### src/rtl/fpu_share_ctrl_pkg.sv
// rtl/fpu_share_ctrl_pkg.sv - shared types and defaults for the FPU sharing controller
package fpu_share_ctrl_pkg;

  typedef enum logic [3:0] {
    ALU_ADD, ALU_SUB, ALU_FADD, ALU_FSUB, ALU_FMUL, ALU_FDIV, ALU_FLT, ALU_FLE,
    ALU_FEQ, ALU_BEQZ, ALU_JAL, ALU_AND, ALU_OR, ALU_XOR, ALU_SLL, ALU_SRL
  } alu_instruction_t;

  localparam int ALU_INSTR_W = $bits(alu_instruction_t);

  typedef enum logic [1:0] {IDLE, ISSUE, WAIT, RESP} fpu_share_state_t;

  localparam int FPU_ALU_LATENCY = 1;
  localparam int NUM_FPU_REQ     = 4;

endpackage

### src/rtl/fpu_share_ctrl_rr_arbiter.sv
// rtl/fpu_share_ctrl_rr_arbiter.sv - combinational round-robin arbiter, search starts after rr_ptr
module fpu_share_ctrl_rr_arbiter #(
  parameter int N     = 4,
  parameter int IDX_W = $clog2(N)
) (
  input  logic [N-1:0]     req,
  input  logic [IDX_W-1:0] rr_ptr,
  output logic [N-1:0]     grant,
  output logic [IDX_W-1:0] grant_idx
);

  logic             found;
  logic [IDX_W-1:0] idx;

  always_comb begin
    found     = 1'b0;
    grant     = '0;
    grant_idx = '0;
    idx       = '0;
    for (int k = 1; k <= N; k++) begin
      idx = IDX_W'((int'(rr_ptr) + k) % N);
      if (!found && req[idx]) begin
        found     = 1'b1;
        grant_idx = idx;
      end
    end
    if (found) grant[grant_idx] = 1'b1;
  end

endmodule

### src/rtl/fpu_share_ctrl.sv
// rtl/fpu_share_ctrl.sv - shares one floating ALU between NUM_REQ requesters, one op in flight
module fpu_share_ctrl
  import fpu_share_ctrl_pkg::*;
#(
  parameter int NUM_REQ     = NUM_FPU_REQ,
  parameter int ALU_LATENCY = FPU_ALU_LATENCY,
  parameter int CNT_W       = 4
) (
  input  logic                           clk,
  input  logic                           reset,
  input  logic [NUM_REQ-1:0]             req_valid,
  output logic [NUM_REQ-1:0]             req_ready,
  input  logic [NUM_REQ*32-1:0]          req_op1,
  input  logic [NUM_REQ*32-1:0]          req_op2,
  input  logic [NUM_REQ*ALU_INSTR_W-1:0] req_instr,
  output logic [NUM_REQ-1:0]             resp_valid,
  input  logic [NUM_REQ-1:0]             resp_ready,
  output logic [31:0]                    resp_result,
  output logic                           alu_enable,
  output logic [31:0]                    alu_op1,
  output logic [31:0]                    alu_op2,
  output alu_instruction_t               alu_instruction,
  input  logic [31:0]                    alu_result,
  output logic                           busy
);

  localparam int IDX_W = $clog2(NUM_REQ);

  fpu_share_state_t state, state_next;
  logic [IDX_W-1:0] owner, rr_ptr, grant_idx;
  logic [NUM_REQ-1:0] grant;
  logic [CNT_W-1:0] cnt;
  logic grant_any;

  fpu_share_ctrl_rr_arbiter #(.N(NUM_REQ), .IDX_W(IDX_W)) u_arb (
    .req       (req_valid),
    .rr_ptr    (rr_ptr),
    .grant     (grant),
    .grant_idx (grant_idx)
  );

  assign grant_any = |grant;

  always_ff @(posedge clk or negedge reset) begin
    if (!reset) state <= IDLE;
    else        state <= state_next;
  end

  always_comb begin
    state_next = state;
    case (state)
      IDLE:    if (grant_any) state_next = ISSUE;
      ISSUE:   state_next = WAIT;
      WAIT:    if (cnt == '0) state_next = RESP;
      RESP:    if (resp_ready[owner]) state_next = IDLE;
      default: state_next = IDLE;
    endcase
  end

  // req_ready is gated by reset so a held req_valid cannot look accepted while in reset
  always_comb begin
    req_ready  = '0;
    resp_valid = '0;
    alu_enable = 1'b0;
    busy       = (state != IDLE);
    case (state)
      IDLE:    req_ready = reset ? grant : '0;
      ISSUE:   alu_enable = 1'b1;
      RESP:    resp_valid[owner] = 1'b1;
      default: ;
    endcase
  end

  always_ff @(posedge clk or negedge reset) begin
    if (!reset) begin
      owner           <= '0;
      rr_ptr          <= IDX_W'(NUM_REQ - 1);
      cnt             <= '0;
      alu_op1         <= '0;
      alu_op2         <= '0;
      alu_instruction <= alu_instruction_t'('0);
      resp_result     <= '0;
    end else begin
      case (state)
        IDLE: if (grant_any) begin
          alu_op1         <= req_op1[32*int'(grant_idx) +: 32];
          alu_op2         <= req_op2[32*int'(grant_idx) +: 32];
          alu_instruction <= alu_instruction_t'(req_instr[ALU_INSTR_W*int'(grant_idx) +: ALU_INSTR_W]);
          owner           <= grant_idx;
        end
        ISSUE: cnt <= CNT_W'(ALU_LATENCY - 1);
        WAIT: begin
          if (cnt == '0) resp_result <= alu_result;
          else           cnt <= cnt - 1'b1;
        end
        RESP: if (resp_ready[owner]) rr_ptr <= owner;
        default: ;
      endcase
    end
  end

endmodule

### config.mk
export PLATFORM = sky130hd
export DESIGN_NAME = fpu_share_ctrl
export DESIGN_NICKNAME = d
export VERILOG_FILES = /design/src/rtl/fpu_share_ctrl_pkg.sv /design/src/rtl/fpu_share_ctrl_rr_arbiter.sv /design/src/rtl/fpu_share_ctrl.sv
export SDC_FILE = /design/constraint.sdc
export NUM_CORES = 1
export LEC_CHECK = 0
export CORE_AREA = 3 3 164 166
export CTS_CLUSTER_DIAMETER = 150
export DETAILED_ROUTE_END_ITERATION = 6
export DIE_AREA = 0 0 167 169
export HOLD_SLACK_MARGIN = 0.06
export MAX_ROUTING_LAYER = met4
export PLACE_DENSITY_LB_ADDON = 0.05
export SYNTH_ARGS = -nofsm -noshare
export SYNTH_HDL_FRONTEND = slang
export SYNTH_SLANG_ARGS = --single-unit
### constraint.sdc
create_clock -name clk -period 2.1 [get_ports clk]
set_input_delay 0.42 -clock clk [delete_from_list [all_inputs] [get_ports clk]]
set_output_delay 0.42 -clock clk [all_outputs]
set_load 0.02 [all_outputs]
* Word level (Yosys, flattened, before mapping)
Index checks and enable logic that the tools add are counted.
** Cells by class
- Add/sub/neg operators :: 5
- Order comparisons :: 8
- Equality and inequality tests :: 7
- Shift-type cells :: 3
- Muxes and demuxes :: 33
- Reduce and logical (&&, ||, !) cells :: 18
** Operators by type and width (number)
- $shiftx 128x8->32 :: 2
- $mux 4 :: 5
- $lt 2x3->1 const B :: 6
- $shiftx 16x5->4 :: 1
- $mux 2 :: 7
- $mux 1 :: 12
- $bmux 1 s2 :: 5
- $ne 2x2->1 const B :: 4
- $pmux 2 s4 :: 1
- $pmux 4 s2 :: 1
- $reduce_and 2->1 :: 4
- $logic_and 1x1->1 :: 5
- $add 2x1->2 const B :: 2
- $add 2x2->2 const B :: 2
- $demux 1 s2 :: 2
- $eq 2x2->1 const B :: 2
- $ge 2x1->1 const B :: 2
- $logic_not 4->1 :: 1
- $reduce_bool 2->1 :: 2
- $reduce_or 4->1 :: 1
- $sub 4x1->4 const B :: 1
- $logic_not 1->1 :: 3
- $reduce_and 3->1 :: 1
- $eq 2x1->1 const B :: 1
- $logic_not 2->1 :: 1
** Word-level totals
- Register bits after elaboration :: 110
- Input port bits :: 314
- Output and inout bits :: 110
- Logic and storage cells :: 82

* Logic depth before layout (Yosys ltp)
Gate-level depths: netlist of the first run.
- Depth in word-level cells :: 21
- Mapped depth :: 8
- Gate-level depth less buffers :: 7

* Hierarchy
A second synthesis of the first run with hierarchy kept.
** Second synthesis, totals
- Cells, all modules :: 386
- Area, all modules :: 6124.6 µm²
** By module, submodules not included
- fpu_share_ctrl :: instances 1, cells each 358, area an instance 5941.9 µm², sequential area each 2755.1 µm²
- fpu_share_ctrl_rr_arbiter :: instances 1, cells each 28, area an instance 182.7 µm², sequential area each 0.0 µm²

* Worst setup path after synthesis of the first run
OpenSTA, ideal clock, no wires.
- Kind :: reg-to-output
- Start :: register rr_ptr[1]
- End :: output req_ready[1]
- Data arrival time :: 1918 ps
- Data required time :: 1680 ps
- Setup slack :: -238 ps
- Cell stages (with the launch flop) :: 8
- Buffers on the path :: 2
- Path through :: dfstp_2 -> a21oi_1 -> a31oi_1 -> a21oi_2 -> or2_1 -> clkbuf_1 -> buf_2 -> nor3b_1
** Between the ends
- Word-level cells in the longest chain between the ends :: 20
- Elaborated cells between the ends (all ways) :: 34
- Those cells by class :: 4 x add/sub; 2 x order compare; 21 x mux; 7 x reduce/logical
** Ends and longest elaborated chain
- from (decl) :: line fpu_share_ctrl.sv:30 : logic [IDX_W-1:0] owner, rr_ptr, grant_idx;
- from (signal assigned) :: line fpu_share_ctrl.sv:77 : rr_ptr <= IDX_W'(NUM_REQ - 1);
- from (signal assigned) :: line fpu_share_ctrl.sv:96 : RESP: if (resp_ready[owner]) rr_ptr <= owner;
- $add 2x1->2 :: line fpu_share_ctrl_rr_arbiter.sv:21 : idx = IDX_W'((int'(rr_ptr) + k) % N);
- $bmux 1 s2 :: line fpu_share_ctrl_rr_arbiter.sv:22 : if (!found && req[idx]) begin
- $mux 1 (implied by the code) :: line fpu_share_ctrl_rr_arbiter.sv:22
- $mux 1 :: line fpu_share_ctrl_rr_arbiter.sv:22
- $logic_not 1->1 :: line fpu_share_ctrl_rr_arbiter.sv:22
- $logic_and 1x1->1 :: line fpu_share_ctrl_rr_arbiter.sv:22
- $mux 1 :: line fpu_share_ctrl_rr_arbiter.sv:22
- $logic_not 1->1 :: line fpu_share_ctrl_rr_arbiter.sv:22
- [... 4 more ...]
- $mux 2 :: line fpu_share_ctrl_rr_arbiter.sv:22
- $lt 2x3->1 (implied by the code) or $ge 2x1->1 (tied branches) :: line fpu_share_ctrl_rr_arbiter.sv:27 : if (found) grant[grant_idx] = 1'b1;
- $logic_and 1x1->1 (implied by the code) :: line fpu_share_ctrl_rr_arbiter.sv:27
- $mux 1 (implied by the code) :: line fpu_share_ctrl_rr_arbiter.sv:27
- $demux 1 s2
- $mux 4 * :: line fpu_share_ctrl_rr_arbiter.sv:27
- $mux 4 * :: line fpu_share_ctrl.sv:67 : IDLE: req_ready = reset ? grant : '0;
- $mux 4 * :: line fpu_share_ctrl.sv:66 : case (state)
- to (decl) :: line fpu_share_ctrl.sv:12 : output logic [NUM_REQ-1:0] req_ready,
Mark *: on every way between the ends. The rest lies on a longest branch, timed or not. The select of a mux whose other input is x is not followed.

* Worst setup path in the final report of the first run
- Start :: register rr_ptr[1]
- End :: output req_ready[0]
The elaborated chain is that of the path after synthesis.

==> results of run 1 <==
-- cell families after synthesis --
logic type | count (synthesis) | synth area share
xor+xnor | 2 | 0.00289
fa+ha+maj | 6 | 0.0124
simple gates | 104 | 0.0708
mux | 173 | 0.295
buf+inv | 53 | 0.0539
compound gates | 79 | 0.111
flops | 110 | 0.454
-- synth_stat cells, drive strengths merged (3+ instances only) --
| master | n |
|---|---|
| inv | 10 |
| o221ai | 67 |
| and3 | 3 |
| mux2 | 35 |
| a21oi | 4 |
| dfrtp | 108 |
| nand2 | 80 |
| clkbuf | 18 |
| buf | 25 |
| ha | 6 |
| nor2 | 8 |
| mux2i | 137 |
| o21ai | 3 |
| nor3 | 3 |
-- placed cells by master (no fill, tap or decap), drive strengths merged, types with 2 or more instances in the layout --
cell type and n:
nor3b 2, ha 6, inv 13, dlygate4sd2 2, o221ai 67, clkdlybuf4s15 3, nor3 3, clkdlybuf4s50 408
a21oi 4, diode 2, a222oi 2, and3 3, nor2 8, xnor2 2, nand2b 2, dfrtp 108
nand2 80, mux2i 137, dfstp 2, and2 2, nor2b 2, buf 63, clkbuf 26, mux2 35
o21ai 3
-- final timing paths --
| check | start | endpoint | slack (ns) | depth (start not counted) |
|---|---|---|---|---|
| setup / recovery | rr_ptr[1] | req_ready[0] | -0.28 | 6 |
| hold reg to reg | alu_op2[18] | alu_op2[18] | 0.49 | 2 |
| hold / removal | alu_op2[18] | alu_op2[18] | 0.49 | 2 |
| setup reg to reg | rr_ptr[1] | alu_op2[17] | -0.19 | 10 |
| max in group asynchronous | reset | alu_op1[12] | 0.39 | 3 |
| min in group asynchronous | reset | state[1] | 0.64 | 3 |
-- power breakdown --
part / internal, uW / switching [uW]
Clock: 885 / 877
Sequential: 3170 / 603
Combinational: 5310 / 4820
-- sequential cells by signal, summed over array words and instances, names as in the netlist --
signal,cells
alu_instruction,4
rr_ptr,2
state,2
resp_result,32
cnt,4
alu_op1,32
owner,2
alu_op2,32
-- cell type report --
| type | count | area share |
|---|---|---|
| antenna | 2 | 0.000412 |
| clock buffer | 11 | 0.0208 |
| clock inverter | 5 | 0.00319 |
| inverter | 10 | 0.00309 |
| multi-input combinational | 364 | 0.283 |
| sequential | 110 | 0.227 |
| tap | 335 | 0.0345 |
| timing repair buffer | 492 | 0.428 |
-- per-layer routing --
layer  up-vias  GRT usage
met5         -          -
li1       2892          -
met2       264      0.336
met3        31     0.0430
met1      2993      0.229
met4         0     0.0534
-- worst max-delay path, delay by kind of cell (launching register included) --
kind	cells	cell delay (ns)
flip-flops	1	0.59
buffers and inverters	3	0.37
AO/OA/AOI/OAI	1	0.24
multiplexers	1	0.22
AND/OR/NAND/NOR	1	0.18
-- stage by stage --
stage	TNS, ns	power (uW)
2_1_floorplan	-0.00910	8420
3_3_place_gp	-31.40	12200
3_5_place_dp	-34.01	12300
4_1_cts	-1.92	14500
5_1_grt	-7.09	16600
6_report	-4.14	15700
-- timing repair --
item | CTS | global route
pin swaps | 7 | 33
gates cloned | 3 | 14
endpoints found under the hold margin | 3 | 0
endpoints found under the setup margin | 65 | 76
setup buffers | 10 | 10
hold buffers | 1 | 0
resized for setup | 50 | 109
==> results.txt, run 1 <==
The die area came out at 28200 um^2. The floorplan core area came out at between 20000 and 30000 um^2. The layout overhead on the synthesized area is 100%. The initial standard-cell utilization of the core is 0.235.

On the critical path, the stage with the largest delay is an instance of dfstp_2. The run finished, with violations left. STA puts the critical path data required time at 1.68 ns. Across the run, the number of max-cap violations was 0. The number of distinct library cells after synthesis came out at 30. After synthesis, the cell types taking the most area are dfrtp_1 (45%), mux2i_1 (23%), o221ai_1 (9.7%).

The area share of the leading cell type in the synthesized netlist is 0.446. The number of top-level pins is 424. The post-layout net count is 1307. The final layout contains routed wiring with a total length of 29500 um. The cell area after layout came out at 12200 um^2. Counting flops with an async set or reset pin after synthesis yields a share of 1.00. After detailed routing, the met3 layer carries 1890 um of wire.

The first-pass GRT wire length is 41100 um. The critical path is of the register to output port type. The count of final hold-check violations came to 0.

The worst slack at placement is -0.785 ns. The number of DRC violations after detailed routing is 0. Buffers placed on the I/O ports in this run total roughly 420. The final reports fail on negative setup slack.

The average footprint of a synthesized cell came out at ~12 um^2. The cell repeated most along the worst path is buf_6. The instance area after placement came out at 10700 um^2.

The via count of the first global-routing pass came to about 6600. The detailed-routed wire length on met2 came out at 15000 um. The post-route worst setup slack is -0.281 ns. The number of fillers in the final layout is about 2400.

The number of antenna violations at the first check in global routing came out at 2. The sequential cell area fraction in the yosys report came out at 0.454. TritonCTS built the clock tree. Once placement completed, the tool counted placed cells totaling 1273.

Across all layers, the routed design uses 6180 vias. The sort of element at the start of the critical path is a register. In this run the cell area of the synthesized design comes to 6060 um^2. The clock latency reported for the late side of the worst-skew pair came out at 0.36 ns. Setup repair after global routing could not meet its margin everywhere. The part of the cycle the worst path needs is 1.13.

The post-synthesis cell type with the largest combined area is dfrtp_1. The number of vias per cell is 4.65. In this run the tightest slew margin relative to its limit is 0.296.

At the worst endpoint, the arrival time is 1.96 ns. After synthesis the netlist holds a flip-flop and latch count of 110. The height of the die came out at 169 um. The clock sink count came out at 110. The die is 167 um wide. The most frequently used flop master after synthesis is dfrtp_1. The post-layout minimum cycle time came out at 2.38 ns. The power per standard cell area is 1290 nW/um^2. The routed wirelength normalized by instance count came out at 22.2 um. Final hold analysis gives a worst-case slack of 0.490 ns. The site row count came out at 59.

The remaining number of nets flagged by the antenna check after routing is 0. The total number of H-tree levels is 3. The area of all sequential standard cells came out at 2760 um^2. The uppermost layer routed is met4. The core utilization of the finished layout is 0.472. The number of buffers created by CTS came out at 9. STA classifies the critical path endpoint as an output port.

The leakage power summed over all cells came out at 0.00504 uW. The signal on the critical path passes through buf_4 -> mux2i_2 -> o221a_4 -> buf_6 -> and3_4 -> buf_6. The highest cell delay on the worst timing path came out at 0.59 ns. Summed over all nets, the half-perimeter wirelength after detailed placement is 20600 um. In the synthesized netlist, the number of instances is roughly 530. The worst-case IR drop observed on VDD is 0.000634 V. Entering global routing, the biggest net connects 77 pins.

The net count after synthesis is 847. The leftover overflow at the end of global routing is 0. Setup violations remaining at the end of the flow were counted as 34. For this run, the top clock speed supported by timing is 420 MHz. Routability-driven placement finished with a final weighted congestion of 0.859.

The number of warnings issued by yosys came out at 0. The length of routed wiring on met1 came out at 12000 um. The path class of the tightest hold or removal check is register to register. The clock slew at the register clock pins of the worst setup and hold paths is approximately 0.080 ns. The fraction of final layout cells with drive strength greater than 1 came out at 0.199. The overall routing resource usage came out at 0.194. Clock tree synthesis selected as its root buffer the cell clkbuf_16.

The number of standard cells in the layout, taps in and fillers out is 1329. The peak fanout along the critical path is 6. The number of optimization iterations in the first detailed-route pass came out at 4. The max-slew violation count is 0. The count of routing violations after the opening detailed-route iteration came out at 302.

The transition time at the pin with the least slew margin came out at 1.06 ns. The final clock skew came out at 0.0131 ns. Yosys mapped a number of flops with a built-in enable equal to 0. The area of the multi-input gates is 3440 um^2. The buffer depth of the longest clock path is 2.
Note: power is estimated with default switching activity, not from simulation.
==> run 2: changes to the inputs <==
Settings changed: CORE_AREA 3 3 164 166 to 4 4 160 162, DIE_AREA 0 0 167 169 to 0 0 164 166, REMOVE_ABC_BUFFERS set to 1.
==> run 2 against run 1 <==
  * The flow still finishes with violations (negative setup slack)
  * Core utilization decreased by 0.17 points
  * Global-route usage decreased by 0.076 points
  * Clock skew increased by 0.00050 ns
  * First-iteration DRC count fell by 12%
  * Sequential power is essentially flat
  * Fmax shrank 4.6%
  * Register-to-register slack barely moved
  * Count of clock-buffer cells in the layout is 1 lower
  * Critical path depth increased by 3
  * Die area fell by 3.5%
  * Routed wire length shrank 9.1%
==> results.txt, run 2 (same netlist as run 1, synthesis figures left out) <==
The floorplan core area came out at 24100 um^2 (-6.4%). The number of optimization iterations in the first detailed-route pass came out at 4 (unchanged). The post-layout minimum cycle time came out at 2.50 ns (+0.115 ns).

The site row count is 57 (-3.4%). The post-layout net count is 1283 (-1.8%). The instance area after placement is 10700 um^2 (-0.12%). The power per standard cell area was 1280 nW/um^2 (-0.88%). TritonCTS built the clock tree. The number of DRC violations after detailed routing was 0 (unchanged). The peak fanout along the critical path is 5 (-1). The worst setup path startpoint is req_valid[2]. The checks that failed: negative setup slack. The required time of the critical path is 1.68 ns (about the same). The maximum vdd ir drop is 0.000543 V (-14%). The overall routing resource usage came out at 0.193 (-0.000764). The weighted congestion reported at the end of routability-driven placement came out at 0.855 (-0.51%).

The remaining number of nets flagged by the antenna check after routing was 0 (unchanged). The data arrival time of the critical path came out at 2.08 ns (+0.12 ns). The first-pass GRT wire length is 39200 um (-4.7%). The transition time at the pin with the least slew margin is 0.816 ns (-0.240 ns). The core utilization of the finished layout came to 0.470 (-0.00171).

The leakage power summed over all cells is 0.00482 uW (-4.4%). The maximum achievable frequency came out at 401 MHz (-4.6%). The tightest min-delay check is of the primary input to async pin type.

The fraction of final layout cells with drive strength greater than 1 came out at 0.130 (-0.0684). The leftover overflow at the end of global routing is 0 (unchanged). The max-slew violation count is 0 (unchanged). The placed wire-length estimate came out at 20400 um (-1.0%). The cell area after layout is 11300 um^2 (-6.8%). The clock sink count is 110 (unchanged). The total number of H-tree levels is 3 (unchanged). The max-capacitance violation count was 0 (unchanged). The die area is 27200 um^2 (-3.5%). The worst-case headroom to the max-slew limit is 0.456 (+0.160). The total wire length came to 26800 um (-9.1%). The clock slew at the register clock pins of the worst setup and hold paths came out at 0.08 ns (about the same). The buffer depth of the longest clock path came out at 2 (unchanged). The final-report setup violation count came out at 70 (+110%). Setup repair after global routing could not meet its margin everywhere. The count of routing violations after the opening detailed-route iteration is 265 (-12%). The initial standard-cell utilization of the core came out at 0.251 (+0.0162).

The number of antenna violations at the first check in global routing is 6 (+4). The height of the die is 166 um (-1.8%). The number of vias per cell came out at 4.66 (+0.22%).

The library cells used most frequently in the layout, excluding fill and tap cells, are clkdlybuf4s50_1 (409), mux2i_1 (128), dfrtp_1 (108). The count of port buffers added during placement is 423 (unchanged). The post-route worst setup slack is -0.396 ns (-0.115 ns).

STA classifies the critical path endpoint as an output port. The layout overhead on the synthesized area came out at 86.9%. In the final layout, the registers with the most flip-flops are alu_op1 x32, alu_op2 x32, resp_result x32.

The library cell used most frequently in the layout, excluding fill and tap cells, is clkdlybuf4s50_1. The run finished, with violations left. The number of top-level pins is 424 (unchanged).

The startpoint of the lowest-slack register-to-register path is rr_ptr[1]. The largest net degree at the start of global routing came out at 67 (-13%). The number of fillers in the final layout came out at 2256 (-4.2%). The sort of element at the start of the critical path is a primary input. The clock latency reported for the late side of the worst-skew pair came to 0.36 ns (about the same).

The class of the most critical setup path is primary input to output port. The number of buffers created by CTS is 9 (unchanged). The via count of the routed design came out at 6049 (-2.1%).

The final clock skew was 0.0136 ns (+0.000503 ns). The count of final hold-check violations came out at 0 (unchanged). The die boundary width is 164 um (-1.8%). The via count of the first global-routing pass came out at 6644 (+0.015%).

The part of the cycle the worst path needs came to 1.19 (+0.0548). The routed wirelength normalized by instance count is 20.6 um (-6.9%). In this run the clock root is driven by a clkbuf_16.
-- run 2: critical path, cell delays in order --
cell	delay [ns]
clkdlybuf4s50_1	0.51
nor2_1	0.09
nand2_1	0.12
nand2_2	0.10
buf_4	0.15
or2_4	0.26
nor3b_4	0.18
buf_4	0.15
buf_12	0.11
-- run 2: per-layer routing --
metal	vias to the layer above	track usage	routed length [um]
li1	2845	-	-
met3	31	0.0434	1860
met5	-	-	0
met1	2916	0.209	10000
met4	0	0.0646	658
met2	257	0.347	14300
-- run 2: final timing paths --
path,endpoint,slack [ns],depth (start not counted)
hold reg to reg,alu_op1[9],0.49,2
min in group clk,alu_op1[9],0.49,2
setup reg to reg,alu_op2[22],-0.20,8
hold / removal,alu_op2[9],0.45,2
max in group asynchronous,alu_op2[30],0.28,4
setup / recovery,req_ready[1],-0.40,9
-- run 2: layout make-up --
type	instances	area, um^2	share of cell area
diodes	6	15.0	0.00133
flip-flops and latches	110	2760	0.243
multi-input cells	364	3080	0.272
clock buffers	10	229	0.0202
clock inverters	6	78.8	0.00696
well taps	324	405	0.0358
inverters	10	37.5	0.00331
repair buffers	468	4730	0.418
-- run 2: what timing repair did --
| item | in CTS | in global routing |
|---|---|---|
| pin swaps | 4 | 7 |
| gates cloned | 3 | 1 |
| hold endpoints to repair | 1 | 0 |
| setup endpoints to repair | 76 | 75 |
| buffers inserted | 3 | 6 |
| resized for setup | 44 | 21 |
| hold buffers | 1 | 0 |
-- run 2: power breakdown --
part | switching [uW] | total, uW | internal, uW
Sequential | 580 | 3750 | 3170
Combinational | 4410 | 8890 | 4480
Clock | 880 | 1830 | 955
-- run 2: stage by stage --
step                      total power (uW)  TNS (ns)  std cells  hold WS [ns]  worst slack (ns)
after floorplan                       7960   -307.89        484         0.124             -4.61
after global placement               12200    -41.15       1262         0.248            -0.627
after detailed placement             12300    -40.59       1262         0.239            -0.635
after CTS                            14500    -10.48       1285         0.447            -0.415
after global routing                 15400    -20.38       1298         0.460            -0.503
final                                14500    -11.73       1298         0.450            -0.396
